**src/rtl/microwave_pkg.sv**
```systemverilog
// Shared constants and state encoding for the microwave cooking controller.
package microwave_pkg;

    localparam int unsigned TICKS_PER_SEC_DEF = 100;
    localparam int unsigned BCD_W             = 4;
    localparam int unsigned NUM_KEYS          = 10;
    localparam int unsigned STATE_W           = 2;

    localparam logic [STATE_W-1:0] ST_IDLE_ENC    = 2'd0;
    localparam logic [STATE_W-1:0] ST_PROGRAM_ENC = 2'd1;
    localparam logic [STATE_W-1:0] ST_COOK_ENC    = 2'd2;
    localparam logic [STATE_W-1:0] ST_PAUSE_ENC   = 2'd3;

    typedef enum logic [STATE_W-1:0] {
        ST_IDLE    = ST_IDLE_ENC,
        ST_PROGRAM = ST_PROGRAM_ENC,
        ST_COOK    = ST_COOK_ENC,
        ST_PAUSE   = ST_PAUSE_ENC
    } cook_state_e;

endpackage

```
**src/rtl/key_encoder.sv**
```systemverilog
// Combinational 10-key pad encoder: one-hot / any-pressed flags and BCD index.
module key_encoder
    import microwave_pkg::*;
(
    input  logic [NUM_KEYS-1:0] keys,
    output logic                onehot_c,
    output logic                any_c,
    output logic [BCD_W-1:0]    code_c
);

    always_comb begin
        any_c    = |keys;
        // a single set bit clears to zero when the lowest set bit is removed
        onehot_c = any_c && ((keys & (keys - NUM_KEYS'(1))) == '0);
        code_c   = '0;
        for (int unsigned i = 0; i < NUM_KEYS; i++) begin
            if (keys[i]) begin
                code_c = BCD_W'(i);
            end
        end
    end

endmodule

```
**src/rtl/cook_controller.sv**
```systemverilog
// Microwave sequencing FSM: digit entry, start/stop/clear handling, cook prescaler
// producing one-second decrement strobes, and magnetron enable.
module cook_controller
    import microwave_pkg::*;
#(
    parameter int unsigned TICKS_PER_SEC = TICKS_PER_SEC_DEF
) (
    input  logic                 clock,
    input  logic                 resetn,
    input  logic                 startn,
    input  logic                 stopn,
    input  logic                 clearn,
    input  logic                 door_closed,
    input  logic [NUM_KEYS-1:0]  keys,
    input  logic                 timer_zero,
    output logic                 digit_valid,
    output logic [BCD_W-1:0]     digit_code,
    output logic                 timer_clear,
    output logic                 timer_dec,
    output logic                 mag_on,
    output logic [STATE_W-1:0]   state
);

    localparam int unsigned PRESC_W = (TICKS_PER_SEC > 1) ? $clog2(TICKS_PER_SEC) : 1;
    localparam logic [PRESC_W-1:0] PRESC_LAST = PRESC_W'(TICKS_PER_SEC - 1);

    cook_state_e          state_q, state_d;
    logic [PRESC_W-1:0]   presc_q, presc_d;
    logic                 keys_idle_q, keys_idle_d;
    logic                 digit_valid_q, digit_valid_d;
    logic [BCD_W-1:0]     digit_code_q, digit_code_d;
    logic                 timer_clear_q, timer_clear_d;
    logic                 timer_dec_q, timer_dec_d;
    logic                 mag_on_q, mag_on_d;

    logic                 key_onehot_c;
    logic                 key_any_c;
    logic [BCD_W-1:0]     key_code_c;
    logic                 key_new_c;
    logic                 run_ok_c;

    key_encoder u_key_encoder (
        .keys     (keys),
        .onehot_c (key_onehot_c),
        .any_c    (key_any_c),
        .code_c   (key_code_c)
    );

    // next-state, prescaler and strobe decode; clear outranks everything
    always_comb begin
        key_new_c     = key_onehot_c && keys_idle_q;
        run_ok_c      = !startn && stopn && door_closed;
        state_d       = state_q;
        presc_d       = presc_q;
        keys_idle_d   = !key_any_c;
        digit_valid_d = 1'b0;
        digit_code_d  = digit_code_q;
        timer_clear_d = 1'b0;
        timer_dec_d   = 1'b0;

        if (!clearn) begin
            state_d       = ST_IDLE;
            presc_d       = '0;
            timer_clear_d = 1'b1;
        end else begin
            case (state_q)
                ST_IDLE: begin
                    if (key_new_c) begin
                        state_d       = ST_PROGRAM;
                        digit_valid_d = 1'b1;
                        digit_code_d  = key_code_c;
                    end
                end
                ST_PROGRAM: begin
                    if (run_ok_c && !timer_zero) begin
                        state_d = ST_COOK;
                        presc_d = '0;
                    end else if (key_new_c) begin
                        digit_valid_d = 1'b1;
                        digit_code_d  = key_code_c;
                    end
                end
                ST_COOK: begin
                    if (!stopn || !door_closed) begin
                        state_d = ST_PAUSE;
                    end else if (timer_zero) begin
                        state_d = ST_IDLE;
                        presc_d = '0;
                    end else if (presc_q == PRESC_LAST) begin
                        presc_d     = '0;
                        timer_dec_d = 1'b1;
                    end else begin
                        presc_d = presc_q + PRESC_W'(1);
                    end
                end
                ST_PAUSE: begin
                    if (run_ok_c) begin
                        state_d = ST_COOK;
                    end
                end
                default: begin
                    state_d = ST_IDLE;
                end
            endcase
        end

        mag_on_d = (state_d == ST_COOK);
    end

    always_ff @(posedge clock or negedge resetn) begin
        if (!resetn) begin
            state_q       <= ST_IDLE;
            presc_q       <= '0;
            keys_idle_q   <= 1'b1;
            digit_valid_q <= 1'b0;
            digit_code_q  <= '0;
            timer_clear_q <= 1'b0;
            timer_dec_q   <= 1'b0;
            mag_on_q      <= 1'b0;
        end else begin
            state_q       <= state_d;
            presc_q       <= presc_d;
            keys_idle_q   <= keys_idle_d;
            digit_valid_q <= digit_valid_d;
            digit_code_q  <= digit_code_d;
            timer_clear_q <= timer_clear_d;
            timer_dec_q   <= timer_dec_d;
            mag_on_q      <= mag_on_d;
        end
    end

    assign digit_valid = digit_valid_q;
    assign digit_code  = digit_code_q;
    assign timer_clear = timer_clear_q;
    assign timer_dec   = timer_dec_q;
    assign mag_on      = mag_on_q;
    assign state       = state_q;

endmodule

```
**config.mk**
```make
export PLATFORM = sky130hd
export DESIGN_NAME = cook_controller
export DESIGN_NICKNAME = d
export VERILOG_FILES = /design/src/rtl/microwave_pkg.sv /design/src/rtl/key_encoder.sv /design/src/rtl/cook_controller.sv
export SDC_FILE = /design/constraint.sdc
export NUM_CORES = 1
export LEC_CHECK = 0
export ABC_AREA = 1
export BUFFER_PORTS_ARGS = -buffer_cell sky130_fd_sc_hd__buf_2
export CAP_MARGIN = 10
export CELL_PAD_IN_SITES_DETAIL_PLACEMENT = 1
export CELL_PAD_IN_SITES_GLOBAL_PLACEMENT = 1
export CORE_AREA = 2 2 58 60
export CTS_CLUSTER_SIZE = 24
export DETAILED_ROUTE_END_ITERATION = 12
export DIE_AREA = 0 0 60 62
export GPL_TIMING_DRIVEN = 0
export PLACE_DENSITY_LB_ADDON = 0.15
export SETUP_SLACK_MARGIN = 0.2
export SYNTH_ARGS = -nofsm -noshare
export SYNTH_HDL_FRONTEND = slang
export SYNTH_SLANG_ARGS = --single-unit
```
**constraint.sdc**
```tcl
create_clock -name clock -period 3.4 [get_ports clock]
set_input_delay 0.34 -clock clock [delete_from_list [all_inputs] [get_ports clock]]
set_output_delay 0.34 -clock clock [all_outputs]
set_load 0.01 [all_outputs]
```
==> run summary <==
Global routing consumed, over all layers together, 16.7% of the routing resources. The I/O pin count came out at 27. The worst setup path is of the reg2reg kind. The tools report the via count of the first global-routing pass as 1150.

The power per unit of standard cell area was 283 nW/um^2. The first routing iteration left 34 violations. The global placer's final weighted congestion came out at 0.801.

The clock tree buffer depth is 2, and the fraction of the yosys area taken by sequential cells is 38.5%. The logs give 0 for the residual DRC count and 1.71 ns for the data arrival time of the worst path. Measured along the x axis, the die boundary spans 60 um.

Counting flops and latches in the post-synthesis netlist gives 18. The count of TritonRoute iterations in the first routing pass was 4. After synthesis the cells add up to 1170 um^2. The run finished with clean final reports. The maximum fanout along the worst path was 5.

Setup repair after global routing left no endpoint under its margin. The floorplan has 21 rows. The length in cells of the worst reg-to-reg path works out to 8.

TritonCTS built the clock tree. Clock tree synthesis found a total of 18 sinks. Total count of hold-check failures in the final report: 0. By area the synthesized netlist is led by sky130_fd_sc_hd__dfrtp_1 36%, sky130_fd_sc_hd__nand2_1 12%, sky130_fd_sc_hd__inv_1 11%.

The internal power came out at 297 uW. The number of max-slew violations in the final report was 0. After synthesis, the share of flip-flops with an asynchronous set or reset is 100%. Headroom to the max-slew limit came out at 73.1%. The initial utilization of the core area, before any placement, comes to 36.9%. Adding up every negative setup slack in the final design gives 0 ns.

For the pin with the worst max-slew slack, the measured transition is 0.403 ns. The proportion of power drawn by combinational gates was 12.6%. The logs give 101 uW for the switching power and 0 for the number of antenna repair diodes. Sequential cells burn 53.9% of the power. Type of the worst min-delay path: in2reg.

For this run the aggregate overflow at the end of global routing stands at 0. The final setup violation count was 0. The synthesized design devotes to its leading area cell type 36.3% of total area.

Across all layers, the routed design uses 1141 vias. The die footprint was 3720 um^2; the clock edge transition at the registers on the reported setup and hold paths was 0.10 ns. The first global-routing pass estimated 4700 um of wire.

In this run, CTS created clock tree buffers numbering 3. The synthesized design spends more area on one cell type than any other, namely sky130_fd_sc_hd__dfrtp_1. The shortest period the worst path allows came out at 1.52 ns. The run gives 0 as the Yosys warning count. STA puts the critical path data required time at 3.59 ns. Clock tree synthesis selected as its root buffer the cell sky130_fd_sc_hd__clkbuf_4. The average detailed-routed wire length per instance is 11.3 um, and the number of cells on the worst hold path is 2. The commonest cells after synthesis are 39 x sky130_fd_sc_hd__nand2_1, 33 x sky130_fd_sc_hd__inv_1, 17 x sky130_fd_sc_hd__dfrtp_1. The logs give 33.5% for the clock power share and 183 for the net count after synthesis. Counting distinct cell types in the post-synthesis netlist gives 26.

Per-instance average area after synthesis: 7.11 um^2. The area inside the core boundary was 3180 um^2. In this run the tool buffered the top-level ports with 26 buffer cells. Among all cell types in the netlist, the one instantiated most often is sky130_fd_sc_hd__nand2_1. The tools report the cell leakage power as 0.784 nW.

In this run switching power makes up 25.3% of total power. Ratio of final minimum period to clock period: 44.6%. The clock latency on the worst-skew pair was 0.29 ns.

Category of the worst setup path launch point: a flop. The tools report the post-synthesis cell count as 165. The most used flip-flop cell after synthesis is sky130_fd_sc_hd__dfrtp_1. STA classifies the critical path endpoint as a flop. Across the routed clock network, the largest skew measured is 0.00383 ns. The tools report the H-tree depth reported by CTS as 1. The post-CTS setup buffer count is 0. Yosys mapped a number of flops with a built-in enable equal to 0. Once the clock tree was built, the resizer swapped 0 gates to a different size. Entering global routing, the biggest net connects 19 pins. The completed layout was analyzed and its total power is 398 uW.

The die is 62 um tall. The logs give 2730 um for the detailed-route wire length and 0.000155 V for the worst-case vdd ir drop. The sum of net half-perimeters after detailed placement was 2310 um; the share of post-route cells with drive strength above 1 was 28.6%. For this run, the post-layout net count is 215.

Highest achievable clock rate: 659 MHz. From synthesis to final layout, the design area changed by 20.0%. The initial antenna violation count is 0, and the vias per cell is 4.71. The tools report the number of violations of the max-capacitance limit as 0.

The run gives 0 as the number of antenna-violating nets in the routed design.
-- stage by stage --
| stage | cells | util (%) | hold slack [ns] | instance area, um^2 | setup slack (ns) |
|---|---|---|---|---|---|
| 2_1_floorplan | 165 | - | 0.0444 | 1170 | 2.09 |
| 3_3_place_gp | 237 | 42.8 | 0.296 | 1360 | 1.88 |
| 3_5_place_dp | 237 | 42.8 | 0.296 | 1360 | 1.84 |
| 4_1_cts | 242 | 44.2 | 0.281 | 1410 | 1.87 |
| 5_1_grt | 242 | 44.2 | 0.285 | 1410 | 1.75 |
| 6_report | 242 | 44.2 | 0.295 | 1410 | 1.88 |
-- sequential cells by signal (all words and copies together), names as in the netlist --
register,count
digit_code,4
state,2
keys_idle_q,1
mag_on,1
timer_dec,1
presc_q,7
digit_valid,1
timer_clear,1
-- path summary, 6_finish.rpt --
check                           slack [ns]                 startpoint                        end
worst max-delay path                  1.88     presc_q[1]$_DFFE_PN0P_     presc_q[3]$_DFFE_PN0P_
worst min-delay path                  0.30                     clearn      timer_clear$_DFF_PN0_
worst max register to register        1.88     presc_q[1]$_DFFE_PN0P_     presc_q[3]$_DFFE_PN0P_
worst min register to register        0.49  digit_code[2]$_DFFE_PN0P_  digit_code[2]$_DFFE_PN0P_
max in group asynchronous             2.58                     resetn      keys_idle_q$_DFF_PN1_
min in group asynchronous             0.50                     resetn        timer_dec$_DFF_PN0_
-- logic make-up (layout without fill, tap and decap cells) --
group | count (synthesis) | after routing | synth area share [%]
AND/OR/NAND/NOR | 81 | 81 | 34.9
buffers and inverters | 41 | 72 | 13.4
AO/OA/AOI/OAI | 23 | 23 | 11.3
flip-flops | 18 | 18 | 38.5
adder cells (fa/ha/maj) | 1 | 1 | 1.07
XOR/XNOR | 1 | 1 | 0.747
-- timing repair --
item                       4_1_cts  5_1_grt
hold buffers                     1        0
hold endpoints to repair        17        0
setup endpoints to repair        0        0
-- power groups by stage --
stage | combinational, mW | sequential (mW) | clock (mW)
final | 0.0501 | 0.215 | 0.133
after global routing | 0.0581 | 0.215 | 0.148
after CTS | 0.0516 | 0.215 | 0.139
after detailed placement | 0.0505 | 0.219 | 0
after global placement | 0.0485 | 0.219 | 0
after floorplan | 0.0254 | 0.219 | 0
-- per-layer routing --
layer	up-vias	track usage, %	wire length, um	share of wire (%)
li1	573	-	-	-
met1	554	17.8	1130	41
met2	12	33.7	1530	56
met3	2	3.73	50	1.8
met4	0	2.86	18	0.66
met5	-	0	0	0
-- worst max-delay path, stage by stage (launching register included) --
cell and delay, ns:
sky130_fd_sc_hd__dfrtp_1 0.38, sky130_fd_sc_hd__ha_1 0.17, sky130_fd_sc_hd__inv_1 0.06, sky130_fd_sc_hd__nor3_1 0.16, sky130_fd_sc_hd__nand4_1 0.19, sky130_fd_sc_hd__nand2_1 0.23, sky130_fd_sc_hd__nor2_1 0.07, sky130_fd_sc_hd__o21bai_1 0.12
sky130_fd_sc_hd__inv_1 0.05
-- cell usage in the layout, fill, tap and decap left out, types with 2 or more instances in the layout --
cell,instances
sky130_fd_sc_hd__o31ai_1,2
sky130_fd_sc_hd__a21oi_1,7
sky130_fd_sc_hd__nor2_4,3
sky130_fd_sc_hd__buf_2,26
sky130_fd_sc_hd__o21ai_0,7
sky130_fd_sc_hd__nor3_1,3
sky130_fd_sc_hd__nand3_2,2
sky130_fd_sc_hd__nand4_1,5
sky130_fd_sc_hd__clkbuf_4,3
sky130_fd_sc_hd__o21ai_1,3
sky130_fd_sc_hd__inv_2,5
sky130_fd_sc_hd__inv_1,33
sky130_fd_sc_hd__o21bai_1,2
sky130_fd_sc_hd__nand2_1,39
sky130_fd_sc_hd__nor2_1,10
sky130_fd_sc_hd__clkinv_1,2
sky130_fd_sc_hd__nand2_2,3
sky130_fd_sc_hd__nand3_1,7
sky130_fd_sc_hd__nor2_2,7
sky130_fd_sc_hd__dfrtp_1,17
-- layout make-up --
class	instances	area, um^2
clock buffer	4	36.3
fill	428	1770
timing repair buffer	27	140
buffer	1	7.51
tap	46	57.6
sequential	18	452
multi-input combinational	106	563
inverter	40	150
(Power assumes the default switching activity.)
